`src/rtl/threshold_ctrl_if.sv`:
```
// Request/response bundle between the key/remote sources and the threshold controller.
interface threshold_ctrl_if;
    logic       key_flag;
    logic [1:0] key_value;
    logic       key_hold;
    logic       rem_valid;
    logic [3:0] rem_grade;
    logic       rem_ready;
    logic [3:0] thr_grade;
    logic [7:0] threshold;
    logic       thr_upd;

    modport master (
        output key_flag, key_value, key_hold, rem_valid, rem_grade,
        input  rem_ready, thr_grade, threshold, thr_upd
    );

    modport slave (
        input  key_flag, key_value, key_hold, rem_valid, rem_grade,
        output rem_ready, thr_grade, threshold, thr_upd
    );
endinterface

```
`src/rtl/threshold_ctrl.sv`:
```
// Alarm-threshold controller: arbitrates local keys (with long-press auto-repeat)
// against remote grade requests and drives a registered threshold with update strobe.
module threshold_ctrl #(
    parameter int REPEAT_DLY = 50000000,
    parameter int REPEAT_PER = 10000000,
    parameter int GRADE_RST  = 9,
    parameter int GRADE_MAX  = 15,
    parameter int STEP       = 10
) (
    input  logic             clk,
    input  logic             rst,
    threshold_ctrl_if.slave  bus
);

    localparam int CNT_MAX = (REPEAT_DLY > REPEAT_PER) ? REPEAT_DLY : REPEAT_PER;
    localparam int CNT_W   = ($clog2(CNT_MAX) > 26) ? $clog2(CNT_MAX) : 26;
    localparam logic [CNT_W-1:0] DLY_LAST = CNT_W'(REPEAT_DLY - 1);
    localparam logic [CNT_W-1:0] PER_LAST = CNT_W'(REPEAT_PER - 1);

    typedef enum logic [1:0] {IDLE, HOLD_DLY, REPEAT} state_t;

    state_t           state_q, state_d;
    logic [CNT_W-1:0] cnt_q, cnt_d;
    logic             dir_q, dir_d;
    logic [3:0]       grade_q, grade_d;
    logic [7:0]       thr_q, thr_d;
    logic             upd_q;
    logic             key_press;
    logic             rem_ready;

    function automatic logic [3:0] step_grade(input logic [3:0] g, input logic up);
        if (up) return (int'(g) >= GRADE_MAX) ? g : g + 4'd1;
        return (g == 4'd0) ? g : g - 4'd1;
    endfunction

    function automatic logic [3:0] clamp_grade(input logic [3:0] g);
        return (int'(g) > GRADE_MAX) ? 4'(GRADE_MAX) : g;
    endfunction

    function automatic logic [7:0] calc_thr(input logic [3:0] g);
        return 8'((int'(g) + 1) * STEP);
    endfunction

    assign key_press = bus.key_flag && (bus.key_value == 2'b01 || bus.key_value == 2'b10);
    // Local keys always win: a key pulse blocks the remote even if it carries no step.
    assign rem_ready = (state_q == IDLE) && !bus.key_flag;
    assign thr_d     = calc_thr(grade_q);

    always_comb begin
        state_d = state_q;
        cnt_d   = cnt_q;
        dir_d   = dir_q;
        grade_d = grade_q;
        if (key_press) begin
            dir_d   = (bus.key_value == 2'b10);
            grade_d = step_grade(grade_q, dir_d);
            state_d = HOLD_DLY;
            cnt_d   = '0;
        end else begin
            case (state_q)
                IDLE: begin
                    if (bus.rem_valid && rem_ready) grade_d = clamp_grade(bus.rem_grade);
                end
                HOLD_DLY: begin
                    if (!bus.key_hold) begin
                        state_d = IDLE;
                        cnt_d   = '0;
                    end else if (cnt_q == DLY_LAST) begin
                        grade_d = step_grade(grade_q, dir_q);
                        state_d = REPEAT;
                        cnt_d   = '0;
                    end else begin
                        cnt_d = cnt_q + CNT_W'(1);
                    end
                end
                REPEAT: begin
                    if (!bus.key_hold) begin
                        state_d = IDLE;
                        cnt_d   = '0;
                    end else if (cnt_q == PER_LAST) begin
                        grade_d = step_grade(grade_q, dir_q);
                        cnt_d   = '0;
                    end else begin
                        cnt_d = cnt_q + CNT_W'(1);
                    end
                end
                default: begin
                    state_d = IDLE;
                    cnt_d   = '0;
                end
            endcase
        end
    end

    always_ff @(posedge clk) begin
        if (rst) begin
            state_q <= IDLE;
            cnt_q   <= '0;
            dir_q   <= 1'b0;
            grade_q <= 4'(GRADE_RST);
            thr_q   <= calc_thr(4'(GRADE_RST));
            upd_q   <= 1'b0;
        end else begin
            state_q <= state_d;
            cnt_q   <= cnt_d;
            dir_q   <= dir_d;
            grade_q <= grade_d;
            thr_q   <= thr_d;
            upd_q   <= (thr_d != thr_q);
        end
    end

    assign bus.rem_ready = rem_ready;
    assign bus.thr_grade = grade_q;
    assign bus.threshold = thr_q;
    assign bus.thr_upd   = upd_q;

endmodule

```
`src/flat_wrapper.sv`:
```
// flat-port wrapper written by rule: the top's interface ports become plain ports
module threshold_ctrl_flat 
#(
    parameter int REPEAT_DLY = 50000000,
    parameter int REPEAT_PER = 10000000,
    parameter int GRADE_RST  = 9,
    parameter int GRADE_MAX  = 15,
    parameter int STEP       = 10
)
  (clk, rst, bus_key_flag, bus_key_value, bus_key_hold, bus_rem_valid, bus_rem_grade, bus_rem_ready, bus_thr_grade, bus_threshold, bus_thr_upd);
  threshold_ctrl_if bus_i ();
  input  logic clk;
  input  logic rst;
  input wire logic [$bits(bus_i.key_flag)-1:0] bus_key_flag;
  input wire logic [$bits(bus_i.key_value)-1:0] bus_key_value;
  input wire logic [$bits(bus_i.key_hold)-1:0] bus_key_hold;
  input wire logic [$bits(bus_i.rem_valid)-1:0] bus_rem_valid;
  input wire logic [$bits(bus_i.rem_grade)-1:0] bus_rem_grade;
  output wire logic [$bits(bus_i.rem_ready)-1:0] bus_rem_ready;
  output wire logic [$bits(bus_i.thr_grade)-1:0] bus_thr_grade;
  output wire logic [$bits(bus_i.threshold)-1:0] bus_threshold;
  output wire logic [$bits(bus_i.thr_upd)-1:0] bus_thr_upd;
  assign bus_i.key_flag = bus_key_flag;
  assign bus_i.key_value = bus_key_value;
  assign bus_i.key_hold = bus_key_hold;
  assign bus_i.rem_valid = bus_rem_valid;
  assign bus_i.rem_grade = bus_rem_grade;
  assign bus_rem_ready = bus_i.rem_ready;
  assign bus_thr_grade = bus_i.thr_grade;
  assign bus_threshold = bus_i.threshold;
  assign bus_thr_upd = bus_i.thr_upd;
  threshold_ctrl #(.REPEAT_DLY(REPEAT_DLY), .REPEAT_PER(REPEAT_PER), .GRADE_RST(GRADE_RST), .GRADE_MAX(GRADE_MAX), .STEP(STEP)) u_core (.clk(clk), .rst(rst), .bus(bus_i));
endmodule
```
`config.mk`:
```
export PLATFORM = sky130hd
export DESIGN_NAME = threshold_ctrl_flat
export DESIGN_NICKNAME = d
export VERILOG_FILES = /design/src/rtl/threshold_ctrl_if.sv /design/src/rtl/threshold_ctrl.sv /design/src/flat_wrapper.sv
export SDC_FILE = /design/constraint.sdc
export NUM_CORES = 1
export LEC_CHECK = 0
export ABC_CLOCK_PERIOD_IN_PS = 3720
export CAP_MARGIN = 15
export CORE_MARGIN = 2
export CORE_UTILIZATION = 57
export DETAILED_ROUTE_END_ITERATION = 16
export PLACE_DENSITY = 0.8
export SETUP_SLACK_MARGIN = 0.3
export SYNTH_ARGS = -nofsm -noshare
export SYNTH_HDL_FRONTEND = slang
export SYNTH_SLANG_ARGS = --single-unit
```
`constraint.sdc`:
```
create_clock -name clk -period 3.72 [get_ports clk]
set_clock_uncertainty 0.2 [all_clocks]
set_input_delay 0.372 -clock clk [delete_from_list [all_inputs] [get_ports clk]]
set_output_delay 0.372 -clock clk [all_outputs]
set_load 0.01 [all_outputs]
```
==> impl_metrics.ini, run 1 <==
[sta]
min_period_ns = 3.024
finalHoldViolations = 0
report.final.setup_viol = 0
timing.setup.tns_ns = 0
final_min_period_over_clock_period = 0.8128
fmaxAchievable_mhz = 330.7
unrepaired_setup_endpoints_after_global_routing = no
timing.slew.headroom = 0.5269
worst-slew-pin-transition_ns = 0.7097
slew_viol_final = 0

[power_and_ir_drop]
power.net_switching_w = 0.0003217
power_density_normalized_to_cell_area_nw_per_um2 = 383.3
cellInternalPower_w = 0.0007665
power.combinational.fraction = 0.275
power_frac_clock = 0.271
irDropWorstVdd_uv = 198.0
leakagePower_nw = 1.076
sw_frac_of_total = 0.2956
seq_power_share = 0.454

[global_routing]
first_pass_grt_wire_length_um = 8769
grt_pass1_vias = 1962
initial_antenna_violation_count = 0
overflow = 0
grt_usage = 0.2142
maximum_number_of_pins_on_one_net_before_global_route_repair = 44

[clocking]
tritoncts_clock_tree = done
clkSlewWorstSetupHoldPaths_ns = 0.08
root_buffer = clkbuf_8
tritoncts.num_buffers = 5
post_cts.resized_instances = 0
clock_latency_ns = 0.29
tritoncts_num_sinks = 41
cts.path.max_buffers = 2
holdBufCountCts = 0
clock_tree.htree_level_count = 2
post_cts_buffers = 0

[drt]
detail_route.wirelength_um = 5208
via_per_inst = 5.973
route.detailed.wl_per_inst_um = 14.08
num_vias = 2210
first_iter_violations = 163
drc_errors = 0
detailed_routing_iteration_count_for_the_pre_antenna_repair_pass = 4
postRouteAntennaNets = 0

[die]
die_width_um = 70.54
initial_core_util = 0.5836
dieHeight_um = 70.54
design.core.area_um2 = 4324
floorplan_die_area_um2 = 4976
io_pins = 25
core.rowCount = 24

[place]
total_placed_cells_including_tap_cells = 363
globalplace.congestion = 0.8195
dp.final_hpwl_um = 3702
numPortBuffers = 23

[worst_setup_path]
cp_data_required_time_ns = 3.67
start_kind = flop
critical_path.max_fanout = 9
criticalPathCategory = reg2reg
worst-endpoint-arrival_ns = 2.97
end_kind = flop

[synthesis]
post_synth_num_cell_types = 51
async_flop_share = 0
netlist_instances = 304
syn-cell-area_um2 = 2524
yosys_most_used_dff = dfxtp_1
synth.ff_latch_count = 41
postSynthAreaPerCell_um2 = 8.302
synth_edf_count = 0
synth-seq-area-share = 0.3252
synthesis.yosys.warnings = 0

[layout]
syn_to_final_growth_pct = 12.49
fin_nets = 342
insertedDiodeCount = 0
filler_cell_count = 377
most-common-layout-cells = dfxtp_1 (41), nand2_1 (26), clkdlybuf4s50_1 (23)
layout.cells.most_common = dfxtp_1
layout-drive-gt1-share = 0.04717
final_instance_count_without_filler_cells = 370
final_core_utilization = 0.6565

[run_status]
status = completed

[run]
drv_cap = 0

[hold_path]
timing.hold.worst.class = reg2reg
-- metrics by stage --
step / power, W / area, um^2 / hold WS (ns) / setup WS (ns)
2_1_floorplan: 0.0007017 / 2527 / 0.2323 / 0.8107
3_3_place_gp: 0.0007941 / 2753 / 0.2515 / 0.7241
3_5_place_dp: 0.0008012 / 2753 / 0.2568 / 0.6986
4_1_cts: 0.001097 / 2839 / 0.2693 / 0.6789
5_1_grt: 0.001151 / 2839 / 0.2837 / 0.4745
6_report: 0.001088 / 2839 / 0.2686 / 0.6965
-- critical path, cell delays in order, from the launching register on --
cell     delay (ns)
dfxtp_1        0.50
inv_1          0.11
ha_1           0.40
ha_1           0.32
ha_1           0.16
inv_1          0.06
fa_1           0.37
xor2_1         0.23
xnor2_1        0.09
nor4_1         0.29
a41oi_1        0.15
-- Yosys cell counts, types with 3 or more instances --
cell type  instances  area (um^2)
inv_1             13        48.80
a21oi_1           14        70.07
nor2_1            18        67.56
nor2b_1            5        31.28
a22o_1             7        61.31
nand2b_1           9        56.30
o211ai_1           4        30.03
nand3b_1           3        22.52
a31oi_1           10        62.56
clkbuf_1          13        48.80
xor2_1             6        52.55
nand3_1           17        85.08
o21a_1             3        22.52
nor3_1             8        40.04
a41oi_1            3        26.28
xnor2_1            8        70.07
nand2_1           26        97.59
dfxtp_1           41        820.8
o21ai_0           10        50.05
a21o_1             6        45.04
mux2i_1           11        110.1
and4_1             6        52.55
a211oi_1           4        30.03
nand4_1           12        75.07
and2_1             5        31.28
ha_1              12        150.1
-- flip-flops by register name, indices dropped and copies added, names as in the netlist --
name                  count
u_core.bus.threshold      7
u_core.dir_q              1
u_core.state_q            2
u_core.bus.thr_grade      4
u_core.bus.thr_upd        1
u_core.cnt_q             26
-- path summary, 6_finish.rpt --
kind                                               from                  to  slack, ns  cells after the start
worst min register to register          u_core.cnt_q[5]     u_core.cnt_q[5]       0.27                      1
worst max register to register  u_core.bus.thr_grade[0]  u_core.bus.thr_upd       0.70                     10
worst min-delay path                    u_core.cnt_q[5]     u_core.cnt_q[5]       0.27                      1
worst max-delay path            u_core.bus.thr_grade[0]  u_core.bus.thr_upd       0.70                     10
-- per-layer routing --
metal	GRT usage	part of all wire	up-vias
li1	-	-	1123
met1	0.3109	0.50	1035
met2	0.3218	0.45	44
met3	0.04701	0.038	8
met4	0.06289	0.011	0
met5	0	0	-
-- cells by family (layout without fill, tap and decap cells) --
kind of cell / count (synthesis) / after routing / synth area share
and+or+nand+nor: 120 / 120 / 0.2563
AOI/OAI and AO/OA: 71 / 71 / 0.2028
DFF: 41 / 41 / 0.3252
buffers and inverters: 33 / 46 / 0.05454
xor gates and xnor gates: 14 / 14 / 0.04859
adders and majority gates: 13 / 13 / 0.06743
muxes: 11 / 11 / 0.04363
other: 1 / 2 / 0.001486
-- power by group through the flow --
| stage | combinational, W | sequential, W | clock, W |
|---|---|---|---|
| floorplan | 0.000198 | 0.000503 | 0 |
| CTS | 0.000300 | 0.000494 | 0.000304 |
| detailed placement | 0.000297 | 0.000504 | 0 |
| global placement | 0.000291 | 0.000503 | 0 |
| global route | 0.000331 | 0.000498 | 0.000321 |
| finish | 0.000299 | 0.000494 | 0.000295 |
-- layout make-up --
cell class,instances,area (um^2),area share
clock buffer,7,86.33,0.03041
inverter,14,52.55,0.01851
multi-input combinational,231,1569,0.5527
sequential,41,820.8,0.2891
tap,52,65.06,0.02292
timing repair buffer,25,245.2,0.08638
(Power assumes the default switching activity.)
==> inputs of run 2 (changes only) <==
- ABC_CLOCK_PERIOD_IN_PS: 3720 -> 2530
- CORE_UTILIZATION: 57 -> 51
- PLACE_DENSITY: 0.8 -> 0.75
- clock period: 3.72 -> 2.53 ns (I/O delays scaled with it)
==> run 2 against run 1 <==
Via count up 19%. Power up 74%. Routed wire length grew 49%. The run now ends with negative setup slack left. Utilization rose by 12 points. Largest power group unchanged. Count of clock-buffer cells in the layout unchanged. Highest routed layer unchanged. Largest cell class unchanged. Setup slack worse by 0.75 ns.
==> impl_metrics.ini, run 2 (synthesis results as in run 1) <==
[layout]
filler_cell_count = 302
layout-drive-gt1-share = 0.3258
area_taken_by_flip_flops_and_latches_um2 = 850.8
final_instance_count_without_filler_cells = 423
multiInputGateArea_um2 = 1924
syn_to_final_growth_pct = 46.50
layout.cells.most_common = buf_4
max_flop_register = u_core.cnt_q
largest_register_ff_count = 26
fin_nets = 379
most-common-layout-cells = buf_4 (28), dfxtp_1 (27), nand2_1 (25)
insertedDiodeCount = 0
design_area_um2 = 3697

[drt]
postRouteAntennaNets = 0
num_vias = 2625
detailed_routing_iteration_count_for_the_pre_antenna_repair_pass = 5
route.detailed.wl_per_inst_um = 18.34
drc_errors = 0
first_iter_violations = 302
via_per_inst = 6.206
detail_route.wirelength_um = 7758

[place]
globalplace.congestion = 0.8688
total_placed_cells_including_tap_cells = 399
dp.final_hpwl_um = 4112
numPortBuffers = 23
placement.cell_area_um2 = 3010

[power_and_ir_drop]
leakagePower_nw = 1.370
irDropWorstVdd_uv = 285.7
power_density_normalized_to_cell_area_nw_per_um2 = 511.9

[sta]
report.final.setup_viol = 1
unrepaired_setup_endpoints_after_global_routing = yes
finalHoldViolations = 0
timing.setup.tns_ns = -0.05349
min_period_ns = 2.583
final_min_period_over_clock_period = 1.021
fmaxAchievable_mhz = 387.1
slew_viol_final = 0
worst_slack_ns = -0.05349

[hold_path]
timing.hold.worst.class = reg2reg

[worst_setup_path]
end_kind = flop
cp_data_required_time_ns = 2.49
start_kind = flop
critical_path.max_fanout = 4
criticalPathCategory = reg2reg
worst-endpoint-arrival_ns = 2.54

[die]
io_pins = 25
design.core.area_um2 = 4755
die_width_um = 74.35
floorplan_die_area_um2 = 5527
core.rowCount = 25
dieHeight_um = 74.35
initial_core_util = 0.5308

[run_status]
status = finished, violations left
failed_checks = negative setup slack

[clocking]
tritoncts.num_buffers = 5
root_buffer = clkbuf_8
clkSlewWorstSetupHoldPaths_ns = 0.08
cts.path.max_buffers = 2
clock_latency_ns = 0.29
tritoncts_clock_tree = done
clock_tree.htree_level_count = 2
tritoncts_num_sinks = 41

[global_routing]
grt_pass1_vias = 2337
first_pass_grt_wire_length_um = 11100
maximum_number_of_pins_on_one_net_before_global_route_repair = 17
overflow = 0
grt_usage = 0.2575
initial_antenna_violation_count = 0

[run]
drv_cap = 0
run 2: cell count changes in the layout (fill, tap and decap cells not counted), sizes merged:
cell,previous run,this run
clkbuf,7,8
bufinv,0,1
buf,2,38
run 2: layout make-up:
cell class | count | share of cell area
Clock inverter | 1 | 0.008122
Tap cell | 67 | 0.02267
Inverter | 14 | 0.01557
Clock buffer | 7 | 0.02335
Sequential cell | 41 | 0.2301
Multi-Input combinational cell | 231 | 0.5205
Timing Repair Buffer | 62 | 0.1797
run 2: worst paths after layout:
check | start | to | slack, ns | cells past startpoint
max | u_core.bus.thr_grade[1] | u_core.bus.thr_upd | -0.05 | 10
min | u_core.state_q[1] | u_core.state_q[1] | 0.30 | 2
min reg2reg | u_core.state_q[1] | u_core.state_q[1] | 0.30 | 2
max reg2reg | u_core.bus.thr_grade[1] | u_core.bus.thr_upd | -0.05 | 10
run 2: metrics by stage:
stage	worst slack, ns	hold slack, ns	utilization	total power (W)
after floorplan	0.03053	0.2067	-	0.001076
after global placement	0.02960	0.2489	0.6332	0.001245
after detailed placement	-0.03121	0.2534	0.6332	0.001255
after CTS	0.03818	0.2653	0.7129	0.001823
after global routing	-0.1311	0.3154	0.7776	0.001975
final	-0.05349	0.2950	0.7776	0.001893
run 2: critical path, cell delays in order, from the launching register on:
cell and delay (ns):
dfxtp_4 0.40, inv_4 0.05, ha_4 0.25, ha_4 0.27
ha_4 0.13, inv_2 0.04, fa_2 0.34, xor2_2 0.17
xnor2_1 0.14, nor4_1 0.31, a41oi_1 0.16
run 2: routing by layer:
layer  global-route usage  vias to the layer above  routed length [um]
met4              0.07341                        0                 238
met5                    0                        -                   0
met1               0.3586                     1243                3297
met3              0.05285                       30                 617
li1                     -                     1206                   -
met2               0.4067                      146                3604
run 2: timing repair:
item                       CTS  global route
hold buffers                 0             0
setup endpoints to repair   25            33
setup buffers                4             6
pin swaps                   11            23
cloned                       5             1
resized for setup           34            49
run 2: power by group:
part / internal, W / switching [W] / total (W)
registers: 0.000683 / 0.0000406 / 0.000724
clock network: 0.000322 / 0.000232 / 0.000554
logic: 0.000318 / 0.000296 / 0.000614
total: 0.00132 / 0.000569 / 0.00189
